--- src/rtl/conv_window_scheduler.sv ---
// conv_window_scheduler
// Sequences 3x3 windows of a latched image through a shared external MAC.
// Windows are issued under credit-based flow control. Results are buffered
// in a small FIFO and streamed out with a valid/ready handshake.
//
// Build option: define CONV_ZERO_PAD_EN for same-size output.
// The window origin then spans -1..IMG_W-2, and out-of-image slots read as 0.
// Without the macro, only fully in-image windows are issued.
module conv_window_scheduler #(
    parameter int IMG_W      = 8,
    parameter int PW         = 2,
    parameter int RW         = 9,
    parameter int FIFO_DEPTH = 4
) (
    input  logic                      clk,
    input  logic                      rst,
    input  logic                      start,
    input  logic [IMG_W*IMG_W*PW-1:0] in,
    input  logic [9*PW-1:0]           filter,
    output logic                      busy,
    output logic                      done,
    output logic                      win_valid,
    output logic [9*PW-1:0]           win_data,
    output logic [9*PW-1:0]           win_filter,
    input  logic                      mac_valid,
    input  logic [RW-1:0]             mac_result,
    output logic                      res_valid,
    output logic [RW-1:0]             res_data,
    input  logic                      res_ready
);

    localparam int AW = (FIFO_DEPTH > 1) ? $clog2(FIFO_DEPTH) : 1;
    localparam int CW = $clog2(FIFO_DEPTH + 1);
    localparam int IW = $clog2(IMG_W) + 1;

`ifdef CONV_ZERO_PAD_EN
    localparam logic signed [IW-1:0] POS_MIN = IW'(-1);
    localparam logic signed [IW-1:0] POS_MAX = IW'(IMG_W - 2);
`else
    localparam logic signed [IW-1:0] POS_MIN = '0;
    localparam logic signed [IW-1:0] POS_MAX = IW'(IMG_W - 3);
`endif

    localparam logic [CW:0] CREDITS = (CW+1)'(FIFO_DEPTH);

    typedef enum logic [2:0] {
        IDLE,
        LOAD,
        RUN,
        DRAIN,
        DONE
    } state_t;

    state_t                    state;
    logic [IMG_W*IMG_W*PW-1:0] img;
    logic signed [IW-1:0]      row;
    logic signed [IW-1:0]      col;
    logic [CW-1:0]             inflight;
    logic [CW-1:0]             fifo_count;
    logic [AW-1:0]             wptr;
    logic [AW-1:0]             rptr;
    logic [RW-1:0]             mem [FIFO_DEPTH];
    logic                      issue;
    logic                      mac_accept;
    logic                      fifo_rd;
    logic [9*PW-1:0]           win_next;

    // Fetch one pixel of the latched image; off-image reads return 0 when padding.
    function automatic logic [PW-1:0] pixel_at(
        input logic [IMG_W*IMG_W*PW-1:0] im,
        input int                        rr,
        input int                        cc
    );
`ifdef CONV_ZERO_PAD_EN
        pixel_at = '0;
        if (rr >= 0 && rr < IMG_W && cc >= 0 && cc < IMG_W)
            pixel_at = im[(rr*IMG_W + cc)*PW +: PW];
`else
        pixel_at = im[(rr*IMG_W + cc)*PW +: PW];
`endif
    endfunction

    // Gather the 3x3 window at the current (row, col) origin in filter packing.
    always_comb begin
        win_next = '0;
        for (int i = 0; i < 3; i++) begin
            for (int j = 0; j < 3; j++) begin
                win_next[(i*3 + j)*PW +: PW] = pixel_at(img, int'(row) + i, int'(col) + j);
            end
        end
    end

    // A window may issue only while every outstanding result has a FIFO slot reserved.
    always_comb begin
        issue      = (state == RUN) &&
                     (({1'b0, inflight} + {1'b0, fifo_count}) < CREDITS);
        mac_accept = mac_valid && (inflight != '0);
        res_valid  = (fifo_count != '0);
        fifo_rd    = res_valid && res_ready;
        res_data   = mem[rptr];
    end

    // Track windows handed to the MAC whose results have not come back yet.
    always_ff @(posedge clk) begin
        if (rst) begin
            inflight <= '0;
        end else begin
            inflight <= inflight + CW'(issue) - CW'(mac_accept);
        end
    end

    // Result FIFO pointers and occupancy.
    always_ff @(posedge clk) begin
        if (rst) begin
            wptr       <= '0;
            rptr       <= '0;
            fifo_count <= '0;
        end else begin
            if (mac_accept)
                wptr <= wptr + AW'(1);
            if (fifo_rd)
                rptr <= rptr + AW'(1);
            fifo_count <= fifo_count + CW'(mac_accept) - CW'(fifo_rd);
        end
    end

    // Result FIFO storage; contents are only visible through occupancy, so no reset.
    always_ff @(posedge clk) begin
        if (mac_accept)
            mem[wptr] <= mac_result;
    end

    // Control FSM: latch operands, walk the windows, wait for drain, pulse done.
    always_ff @(posedge clk) begin
        if (rst) begin
            state      <= IDLE;
            busy       <= 1'b0;
            done       <= 1'b0;
            win_valid  <= 1'b0;
            win_data   <= '0;
            win_filter <= '0;
            img        <= '0;
            row        <= '0;
            col        <= '0;
        end else begin
            case (state)
                IDLE: begin
                    done      <= 1'b0;
                    win_valid <= 1'b0;
                    if (start) begin
                        img        <= in;
                        win_filter <= filter;
                        busy       <= 1'b1;
                        state      <= LOAD;
                    end
                end
                LOAD: begin
                    row   <= POS_MIN;
                    col   <= POS_MIN;
                    state <= RUN;
                end
                RUN: begin
                    if (issue) begin
                        win_valid <= 1'b1;
                        win_data  <= win_next;
                        if (col == POS_MAX) begin
                            col <= POS_MIN;
                            if (row == POS_MAX)
                                state <= DRAIN;
                            else
                                row <= row + IW'(1);
                        end else begin
                            col <= col + IW'(1);
                        end
                    end else begin
                        win_valid <= 1'b0;
                    end
                end
                DRAIN: begin
                    win_valid <= 1'b0;
                    if (inflight == '0 && fifo_count == '0) begin
                        busy  <= 1'b0;
                        done  <= 1'b1;
                        state <= DONE;
                    end
                end
                DONE: begin
                    done  <= 1'b0;
                    state <= IDLE;
                end
                default: begin
                    busy      <= 1'b0;
                    done      <= 1'b0;
                    win_valid <= 1'b0;
                    state     <= IDLE;
                end
            endcase
        end
    end

endmodule
--- config.mk ---
export PLATFORM = sky130hd
export DESIGN_NAME = conv_window_scheduler
export DESIGN_NICKNAME = d
export VERILOG_FILES = /design/src/rtl/conv_window_scheduler.sv
export SDC_FILE = /design/constraint.sdc
export NUM_CORES = 1
export LEC_CHECK = 0
export ABC_AREA = 1
export CAP_MARGIN = 5
export CORE_ASPECT_RATIO = 0.5
export CORE_UTILIZATION = 50
export DETAILED_ROUTE_END_ITERATION = 8
export DONT_BUFFER_PORTS = 1
export SKIP_CTS_REPAIR_TIMING = 1
export SLEW_MARGIN = 20
export SYNTH_ARGS = -nofsm -noshare
export SYNTH_HDL_FRONTEND = slang
export SYNTH_SLANG_ARGS = --single-unit
--- constraint.sdc ---
create_clock -name clk -period 6.6 [get_ports clk]
set_input_delay 1.32 -clock clk [delete_from_list [all_inputs] [get_ports clk]]
set_output_delay 1.32 -clock clk [all_outputs]
set_load 0.02 [all_outputs]
== Word-level counts from Yosys, hierarchy flattened ==
Memories as Yosys holds them, arrays and structs flattened. A register that Yosys moved wholly into a read port is not among the register bits.
Index checks and enable logic that the tools add are counted.
Storage, ports and cells
  input port bits: 160
  memories kept: 1
  memory bits (writable): 36
  flip-flop bits (word level): 188
Cells by class
  equality and inequality tests: 12
  multiplexer cells: 24
  magnitude comparators: 1
  bitwise operators: 2
  reductions and logical operators: 20
  shifts and indexed selects: 9
  $add $sub $neg: 22
Memory list
  mem: depth 4, bits a word 9, read ports 1, clocked after memory_dff 1, write ports 1, RTL line 62  | logic [RW-1:0] mem [FIFO_DEPTH];
Operators by type and width (count)
  indexed part select 128 x 32 -> 2 bit: 7
  indexed part select 128 x 10 -> 2 bit: 1
  indexed part select 128 x 9 -> 2 bit: 1
  adder 8 x 5 -> 9 bit: 4
  two-way mux 4 bit: 5
  adder 8 x 4 -> 9 bit: 2
  adder 7 x 5 -> 8 bit: 2
  case mux 4 bit (2 select lines): 2
  two-way mux 3 bit: 5
  case mux 3 bit (4 select lines): 1
  adder 4 x 2 -> 5 bit, second input constant: 2
  adder 4 x 3 -> 5 bit, second input constant: 2
  logical NOT 3 bit: 3
  adder 4 x 2 -> 4 bit, second input constant: 2
  adder 7 x 4 -> 8 bit: 1
  equality test 4 bit, second input constant: 2
  inequality test 2 bit, second input constant: 4
  AND reduction 2 bit: 4
  adder 3 x 1 -> 3 bit: 2
  equality test 3 x 2 -> 1 bit, second input constant: 2
  two-way mux 1 bit: 6
  nonzero test 3 bit: 2
  subtractor 3 x 1 -> 3 bit: 2
  AND reduction 5 bit: 1
  16 further kinds: 25

== Depth between registers and ports, before layout ==
Gate-level depths: netlist of run 1.
  depth after elaboration: 5
  gate-level depth with buffers: 17
  gate-level depth less buffers: 16

== Least setup slack after synthesis of run 1 ==
OpenSTA, ideal clock, no wires.
  kind: input to register
  start: input mac_valid
  end: register inflight[2]
  stages on the path: 10
  path slack: 3.858 ns
  arrival: 2.672 ns
  path buffers: 0
  required time: 6.530 ns
  path through: nand2_1 > inv_1 > ha_1 > inv_1 > ha_1 > inv_1 > fa_1 > inv_1 > o21ai_0 > a21oi_1
Between the ends
  cells in the longest elaborated chain, start to end: 2
RTL lines
  start: declaration: RTL line 25  | input logic mac_valid,
  logical AND 1 bit: RTL line 97  | mac_accept = mac_valid && (inflight != '0);
  named net mac_accept: RTL line 64  | logic mac_accept;
  subtractor 3 x 1 -> 3 bit: RTL line 108  | inflight <= inflight + CW'(issue) - CW'(mac_accept);
  end signal: assignment: RTL line 108
  end: declaration: RTL line 58  | logic [CW-1:0] inflight;
The timed path passes the listed nets, and every way through them passes these cells.
A chain may end at the register's enable or synchronous reset.

== Final worst setup path of run 1 ==
  start: register col[1]
  end: register win_data[3]
Between the ends
  cells in the longest elaborated chain, start to end: 3
RTL lines
  start: declaration: RTL line 57  | logic signed [IW-1:0] col;
  start signal: assignment: RTL line 173  | col <= col + IW'(1);
  adder 4 x 2 -> 5 bit: RTL line 88  | win_next[(i*3 + j)*PW +: PW] = pixel_at(img, int'(row) + i, int'(col) + j);
  adder 7 x 5 -> 8 bit: RTL line 79  | pixel_at = im[(rr*IMG_W + cc)*PW +: PW];
  indexed part select 128 x 32 -> 2 bit: RTL line 79
  end signal: assignment: RTL line 165  | win_data <= win_next;
  end: declaration: RTL line 23  | output logic [9*PW-1:0] win_data,
No other way between the ends.

==> results of run 1 <==
## kinds of logic (layout without fill, tap and decap cells)
logic type | after synthesis | after routing | synth area share
buffers and inverters | 388 | 316 | 0.110
AO/OA/AOI/OAI | 451 | 451 | 0.171
AND/OR/NAND/NOR | 950 | 950 | 0.298
flip-flops | 226 | 226 | 0.349
XOR/XNOR | 26 | 26 | 0.0173
adder cells (fa/ha/maj) | 55 | 55 | 0.0545
other | 0 | 2 | 0
## critical path: cells and delay by family (launching register included)
family          cells  cell delay (ns)
flops               1             0.33
simple gates        5             0.48
compound gates      1             0.13
fa+ha+maj           3             1.29
xor+xnor            1             0.18
buf+inv             4             1.01
## per-stage QoR
stage	hold WS, ns	util	setup WS, ns	area (um^2)	power (mW)
final	0.464	0.547	3.10	14800	8.42
after floorplan	0.433	-	3.86	14000	5.72
after global placement	0.450	0.521	3.20	14000	7.01
after CTS	0.467	0.547	3.09	14800	8.30
after global routing	0.486	0.547	2.88	14800	9.07
after detailed placement	0.458	0.521	3.19	14000	7.00
## cells in the mapped netlist (2+ instances only)
master    count
nand2_1     517
nand3_1     347
inv_1       258
a21oi_1     198
o21ai_0     195
dfxtp_1     190
clkbuf_1     81
ha_1         45
nor2_1       43
edfxtp_1     36
buf_2        34
o211ai_1     25
xor2_1       16
nand3_2      13
fa_1         10
a211oi_1      9
o22ai_1       9
xnor2_1       8
inv_2         6
nand2_2       6
nor3_1        6
o21bai_1      6
nand4_1       5
buf_6         4
a21oi_2       3
nand3b_1      3
nor2_2        3
o21ai_1       3
and2_1        2
buf_1         2
nand2_4       2
## cell type report
class,instances,area (um^2)
Antenna cell,2,5.00
Clock buffer,31,636
Clock inverter,9,82.6
Fill cell,2760,12200
Inverter,266,1000
Multi-Input combinational cell,1482,7580
Sequential cell,226,4890
Tap cell,374,468
Timing Repair Buffer,10,87.6
## path summary, 6_finish.rpt
kind / from / endpoint / cells past startpoint
worst min-delay path: img[31] / img[31] / 2
worst max register to register: col[1] / win_data[3] / 14
worst max-delay path: col[1] / win_data[3] / 14
worst min register to register: img[31] / img[31] / 2
## flip-flops by register name, indices dropped and copies added, names as in the netlist, 3 cells and up, named ones only
name / count
img: 128
col: 4
mem: 36
inflight: 3
state: 3
fifo_count: 3
row: 4
win_data: 18
win_filter: 18
## routing by layer
metal  GRT usage  share of wire  wire [um]  up-vias
met3      0.0765          0.094       4020       43
met5           0        0.00030         13        -
li1            -              -          -     6724
met1       0.442           0.48      20600     6165
met4      0.0449          0.012        535        2
met2       0.428           0.42      17900      467
## report_power, final
group | switching, mW | internal, mW | leakage, nW
clock | 0.563 | 0.717 | 0.358
sequential | 0.436 | 1.78 | 1.90
combinational | 3.44 | 1.48 | 4.24
total | 4.44 | 3.98 | 6.50
==> summary.md, run 1 <==
| Metric | Value |
|---|---|
| Post-route ant nets | `0` |
| I/O pin total | `209` |
| Pin count of the biggest net entering global routing | `153` |
| Cells after Synth | `2,096` |
| GPL Wtd Cong | `0.993` |
| Initial DRT Pass Iterations | `5` |
| CP peak stage delay | `0.81 ns` |
| Routed vias | `13,400` |
| Final Max Slew Viols | `0` |
| H-tree lvl count | `1` |
| Die width | `239 um` |
| Initial DRC count | `1,452` |
| Share of cells above drive strength 1 | `0.0435` |
| Post-Route Setup TNS | `0 ns` |
| Pin slew with the least headroom to its limit | `1.03 ns` |
| Ys Warns | `0` |
| Flop and latch count out of synthesis | `226` |
| Synth area leader | `dfxtp_1` |
| Clk pin slew, worst setup/hold paths | `0.07 ns` |
| Total CTS buffers | `22` |
| Post-synth top area share | `0.272` |
| Synth-to-Final Area Change | `5.45%` |
| Placement Rows | `42` |
| CTS tree | `built` |
| Routed WL | `43,000 um` |
| Initial antenna violation count | `3` |
| DR vias/cell | `5.58` |
| Prevailing post-synth register cell | `dfxtp_1` |
| Count of final setup violators | `0` |
| Core ar. | `27,000 um^2` |
| Leak Pwr | `6.50 nW` |
| Clock tree sinks | `226` |
| Most common cell after layout, fill and taps aside | `nand2_1` |
| Synth async-reset ratio | `0` |
| Inst Count DP | `2,358` |
| GRT Overall Usage | `0.295` |
| Initial core utilization | `0.519` |
| Status | `finished, final reports clean` |
| Post-DP HPWL | `31,200 um` |
| Post-route clock period utilization | `0.530` |
| Hold Vio Cnt, Final | `0` |
| CP arrival | `3.95 ns` |
| Worst Path Max Fanout | `52` |
| Die area | `28,700 um^2` |
| Clk_lat worst skew | `0.53 ns` |
| Finished Layout Cells | `2,400` |
| Critical Path Start Type | `register` |
| Worst Skew | `0.0203 ns` |
| Clk root buf | `clkbuf_16` |
| HP Class | `reg2reg` |
| Max cap viols | `0` |
| Worst relative slew slack | `0.312` |
| Peak VDD IR | `0.254 mV` |
| Post-synthesis cell area | `14,000 um^2` |
| Kind of end point of the critical path | `register` |
| FF-to-FF setup slack | `3.10 ns` |
| Vias in the first global route | `11,700` |
| Avg WL per Cell | `17.9 um` |
| Fmax | `286 MHz` |
| Sequential fraction of the synthesis area | `0.349` |
| Worst EP required | `7.05 ns` |
| Post-Syn Nets | `2,311` |
| Port Buffers | `0` |
| RSZ-0062 raised after global routing | `false` |
| Overflow after GRT | `0` |
| CP Cell Sequence | `buf_4 -> ha_1 -> nand2_1 -> xor2_1 -> inv_1 -> ha_1 -> inv_1 -> fa_1 -> inv_1 -> nand3_1 -> nand3_1 -> nand2_1 -> nand2_1 -> a21oi_2` |
| Worst Path Class, Setup | `reg2reg` |
| Die Ht | `120 um` |
| Post-synth EDFFs | `36` |
| Max stage delay cell, worst path | `fa_1` |
| Netlist cell types | `42` |
| Layout Nets | `2,223` |
| Pwr per Cell Area | `571 nW/um^2` |
| Commonest cells after routing, fill and taps aside | `nand2_1 (517), nand3_1 (346), inv_1 (257), a21oi_1 (198), o21ai_0 (195)` |
| Synth area leaders | `dfxtp_1 (27%), nand2_1 (14%), nand3_1 (12%)` |
| Crit path time final | `3.50 ns` |
| First-pass GRT wire length | `66,200 um` |
| Avg Inst Size Synth | `6.68 um^2` |
| Post-route DRC | `0` |
| CTS Buffer Depth | `3` |
(Power assumes the default switching activity.)
==> inputs of run 2 (changes only) <==
ABC_AREA = 0   (was 1)
clock period = 3.3 ns   (was 6.6 ns; I/O delays follow)
==> run 2 against run 1 <==
Effect of this change: power is 12% higher; sequential power is 71% higher; largest power group is now sequential cells; count of clock-buffer cells in the layout stayed put; maximum frequency is 12% higher; non-clock buffer count is 38 higher; sequential share of layout area is 0.11 points lower; final cell count is 27% lower; worst setup slack worse by 2.9 ns; final area is 0.30% higher; clock power is 110% higher.
==> summary.md, run 2 <==
| Metric | Value |
|---|---|
| Status | `finished, final reports clean (unchanged)` |
| RSZ-0062 raised after global routing | `false (unchanged)` |
| Post-route ant nets | `0 (unchanged)` |
| Netlist cell types | `69 (was 42)` |
| Finished Layout Cells | `1,752 (was 2,400)` |
| Post-synthesis cell area | `13,600 um^2 (was 14,000 um^2)` |
| Prevailing post-synth register cell | `dfxtp_1 (unchanged)` |
| Post-synth top area share | `0.280 (was 0.272)` |
| Die Ht | `118 um (was 120 um)` |
| Net Sw Power | `3.40 mW (was 4.44 mW)` |
| Design area | `14,800 um^2 (about the same)` |
| HP Class | `in2reg (was reg2reg)` |
| GPL Wtd Cong | `0.922 (was 0.993)` |
| Routed vias | `10,600 (was 13,400)` |
| Final Max Slew Viols | `0 (unchanged)` |
| Flop and latch count out of synthesis | `226 (unchanged)` |
| Ys Warns | `0 (unchanged)` |
| Post-DP HPWL | `27,800 um (was 31,200 um)` |
| Fmax | `319 MHz (was 286 MHz)` |
| Post-synth EDFFs | `36 (unchanged)` |
| Worst EP required | `3.73 ns (was 7.05 ns)` |
| Worst Path Class, Setup | `reg2reg (unchanged)` |
| Switch share | `0.359 (was 0.527)` |
| Worst Path Max Fanout | `79 (was 52)` |
| Critical Path Start Type | `register (unchanged)` |
| Post-route clock period utilization | `0.950 (was 0.530)` |
| Pin slew with the least headroom to its limit | `0.814 ns (was 1.03 ns)` |
| Post-route DRC | `0 (unchanged)` |
| Cell Area, Placed | `14,000 um^2 (about the same)` |
| Clk pin slew, worst setup/hold paths | `0.07 ns (about the same)` |
| Clk root buf | `clkbuf_16 (unchanged)` |
| Initial DRC count | `838 (was 1,452)` |
| Worst relative slew slack | `0.452 (was 0.312)` |
| Layout Utilization | `0.558 (was 0.547)` |
| CTS Buffer Depth | `3 (unchanged)` |
| Cells after Synth | `1,413 (was 2,096)` |
| Crit path time final | `3.14 ns (was 3.50 ns)` |
| I/O pin total | `209 (unchanged)` |
| Pwr per Cell Area | `639 nW/um^2 (was 571 nW/um^2)` |
| CP Cell Sequence | `buf_12 -> ha_1 -> buf_12 -> mux4_2 -> mux2i_1 -> inv_1 -> mux4_2 -> a41oi_1 -> o21ai_0 (was buf_4 -> ha_1 -> nand2_1 -> xor2_1 -> inv_1 -> ha_1 -> inv_1 -> fa_1 -> inv_1 -> nand3_1 -> nand3_1 -> nand2_1 -> nand2_1 -> a21oi_2)` |
| Inst Count DP | `1,711 (was 2,358)` |
| GRT Overall Usage | `0.267 (was 0.295)` |
| Clk_lat worst skew | `0.55 ns (was 0.53 ns)` |
| Worst-case hold slack | `0.206 ns (was 0.464 ns)` |
| Top flop regs | `img (128), mem (36) (unchanged)` |
| Kind of end point of the critical path | `register (unchanged)` |
| Proportion of synthesized area in mux cells | `0.239 (was 0)` |
| Die area | `27,800 um^2 (was 28,700 um^2)` |
| Routed WL | `37,200 um (was 43,000 um)` |
| Post-Syn Nets | `1,628 (was 2,311)` |
| Top-count cell post-synth | `nand2_1 (unchanged)` |
| Avg WL per Cell | `21.2 um (was 17.9 um)` |
| Max FFs per register | `128 (unchanged)` |
| Most flops, register | `img (unchanged)` |
| Clock tree sinks | `226 (unchanged)` |
| Initial antenna violation count | `1 (was 3)` |
| Max stage delay cell, worst path | `mux4_2 (was fa_1)` |
| CTS tree | `built (unchanged)` |
| Total CTS buffers | `23 (was 22)` |
| Synth-to-Final Area Change | `9.11% (was 5.45%)` |
| Initial DRT Pass Iterations | `5 (unchanged)` |
| CP peak stage delay | `0.51 ns (was 0.81 ns)` |
| Hold Vio Cnt, Final | `0 (unchanged)` |
| Commonest cells after routing, fill and taps aside | `nand2_1 (327), dfxtp_1 (189), a21oi_1 (178), mux4_2 (90), nor2_1 (54) (was nand2_1 (517), nand3_1 (346), inv_1 (257), a21oi_1 (198), o21ai_0 (195))` |
| Vias in the first global route | `10,100 (was 11,700)` |
| Synth Area in Adders | `0.0563 (was 0.0545)` |
| DR vias/cell | `6.05 (was 5.58)` |
| Count of final setup violators | `0 (unchanged)` |
| Initial core utilization | `0.511 (was 0.519)` |
| Synth async-reset ratio | `0 (unchanged)` |
| Clock power share | `0.282 (was 0.152)` |
| Commonest cells post-synth | `nand2_1 (327), dfxtp_1 (190), a21oi_1 (178), mux4_2 (90), clkbuf_1 (78) (was nand2_1 (517), nand3_1 (347), inv_1 (258), a21oi_1 (198), o21ai_0 (195))` |
| Sequential fraction of the synthesis area | `0.360 (was 0.349)` |
| Combinational share of power | `0.315 (was 0.584)` |
| Synth Area in XOR/XNOR | `0.0308 (was 0.0173)` |
| Pin count of the biggest net entering global routing | `179 (was 153)` |
| Share of cells above drive strength 1 | `0.156 (was 0.0435)` |
| Int Power | `6.06 mW (was 3.98 mW)` |
| Part of the power in registers | `0.402 (was 0.264)` |
| Port Buffers | `0 (unchanged)` |
| Final-layout fill cell count | `2,314 (was 2,760)` |
| Max cap viols | `0 (unchanged)` |
| Leak Pwr | `5.55 nW (was 6.50 nW)` |
| Die width | `235 um (was 239 um)` |
| H-tree lvl count | `1 (unchanged)` |
| Core ar. | `26,500 um^2 (was 27,000 um^2)` |
| Worst Skew | `0.0189 ns (was 0.0203 ns)` |
| Synth Area in Simple Gates | `0.150 (was 0.298)` |
| Compound-Gate Fraction of Synth Area | `0.120 (was 0.171)` |
| Largest family of logic cells by synthesized area | `multiplexers (was simple AND/OR/NAND/NOR gates)` |
| Avg Inst Size Synth | `9.60 um^2 (was 6.68 um^2)` |
| Synth area leaders | `dfxtp_1 (28%), mux4_2 (15%), nand2_1 (9.0%) (was dfxtp_1 (27%), nand2_1 (14%), nand3_1 (12%))` |
| CP arrival | `3.57 ns (was 3.95 ns)` |
| Placement Rows | `42 (unchanged)` |
| Overflow after GRT | `0 (unchanged)` |
| Ant. Diodes | `0 (was 2)` |
| Layout Nets | `1,599 (was 2,223)` |
| Peak VDD IR | `0.407 mV (was 0.254 mV)` |
| First-pass GRT wire length | `57,900 um (was 66,200 um)` |
| Total power | `9.46 mW (was 8.42 mW)` |
| Most common cell after layout, fill and taps aside | `nand2_1 (unchanged)` |
| Synth area leader | `dfxtp_1 (unchanged)` |
-- run 2: cell type report --
type / count / area (um^2) / share of cell area
multi-input cells: 1043 / 8130 / 0.549
flip-flops and latches: 226 / 4890 / 0.330
clock buffers: 31 / 636 / 0.0429
well taps: 352 / 440 / 0.0298
repair buffers: 48 / 423 / 0.0286
inverters: 42 / 159 / 0.0107
clock inverters: 10 / 123 / 0.00829
-- run 2: per-layer routing --
layer	GRT usage	share of wire	up-vias
li1	-	-	5025
met1	0.392	0.46	5203
met2	0.410	0.44	336
met3	0.0535	0.080	37
met4	0.0526	0.018	0
met5	0	0	-
-- run 2: final timing paths --
kind / cells after the start / end / from / slack [ns]
max: 9 / win_data[15] / col[0] / 0.16
min reg2reg: 2 / img[14] / img[14] / 0.47
max reg2reg: 9 / win_data[15] / col[0] / 0.16
min: 1 / col[0] / rst / 0.21
-- run 2: power groups by stage --
stage	combinational, mW	sequential, mW	clock (mW)
3_3_place_gp	2.91	3.84	0
2_1_floorplan	2.39	3.65	0
6_report	2.98	3.80	2.67
3_5_place_dp	2.98	3.87	0
5_1_grt	3.29	3.87	2.86
4_1_cts	2.99	3.81	2.72
-- run 2: critical path, delay by kind of cell, from the launching register on --
kind | cells | cell delay, ns
AO/OA/AOI/OAI | 2 | 0.33
buffers and inverters | 3 | 0.66
adder cells (fa/ha/maj) | 1 | 0.38
multiplexers | 3 | 1.18
flip-flops | 1 | 0.37
-- run 2: cell families (layout without fill, tap and decap cells) --
kind of cell	after synthesis	in the layout
AND/OR/NAND/NOR	482	482
multiplexers	185	185
buffers and inverters	144	131
XOR/XNOR	44	44
adder cells (fa/ha/maj)	55	55
AO/OA/AOI/OAI	277	277
flip-flops	226	226
-- run 2: metrics by stage --
stage,setup TNS [ns],worst slack [ns]
global placement,0,0.186
global route,0,0.0150
floorplan,-0.0118,-0.0118
CTS,0,0.118
finish,0,0.164
detailed placement,0,0.129
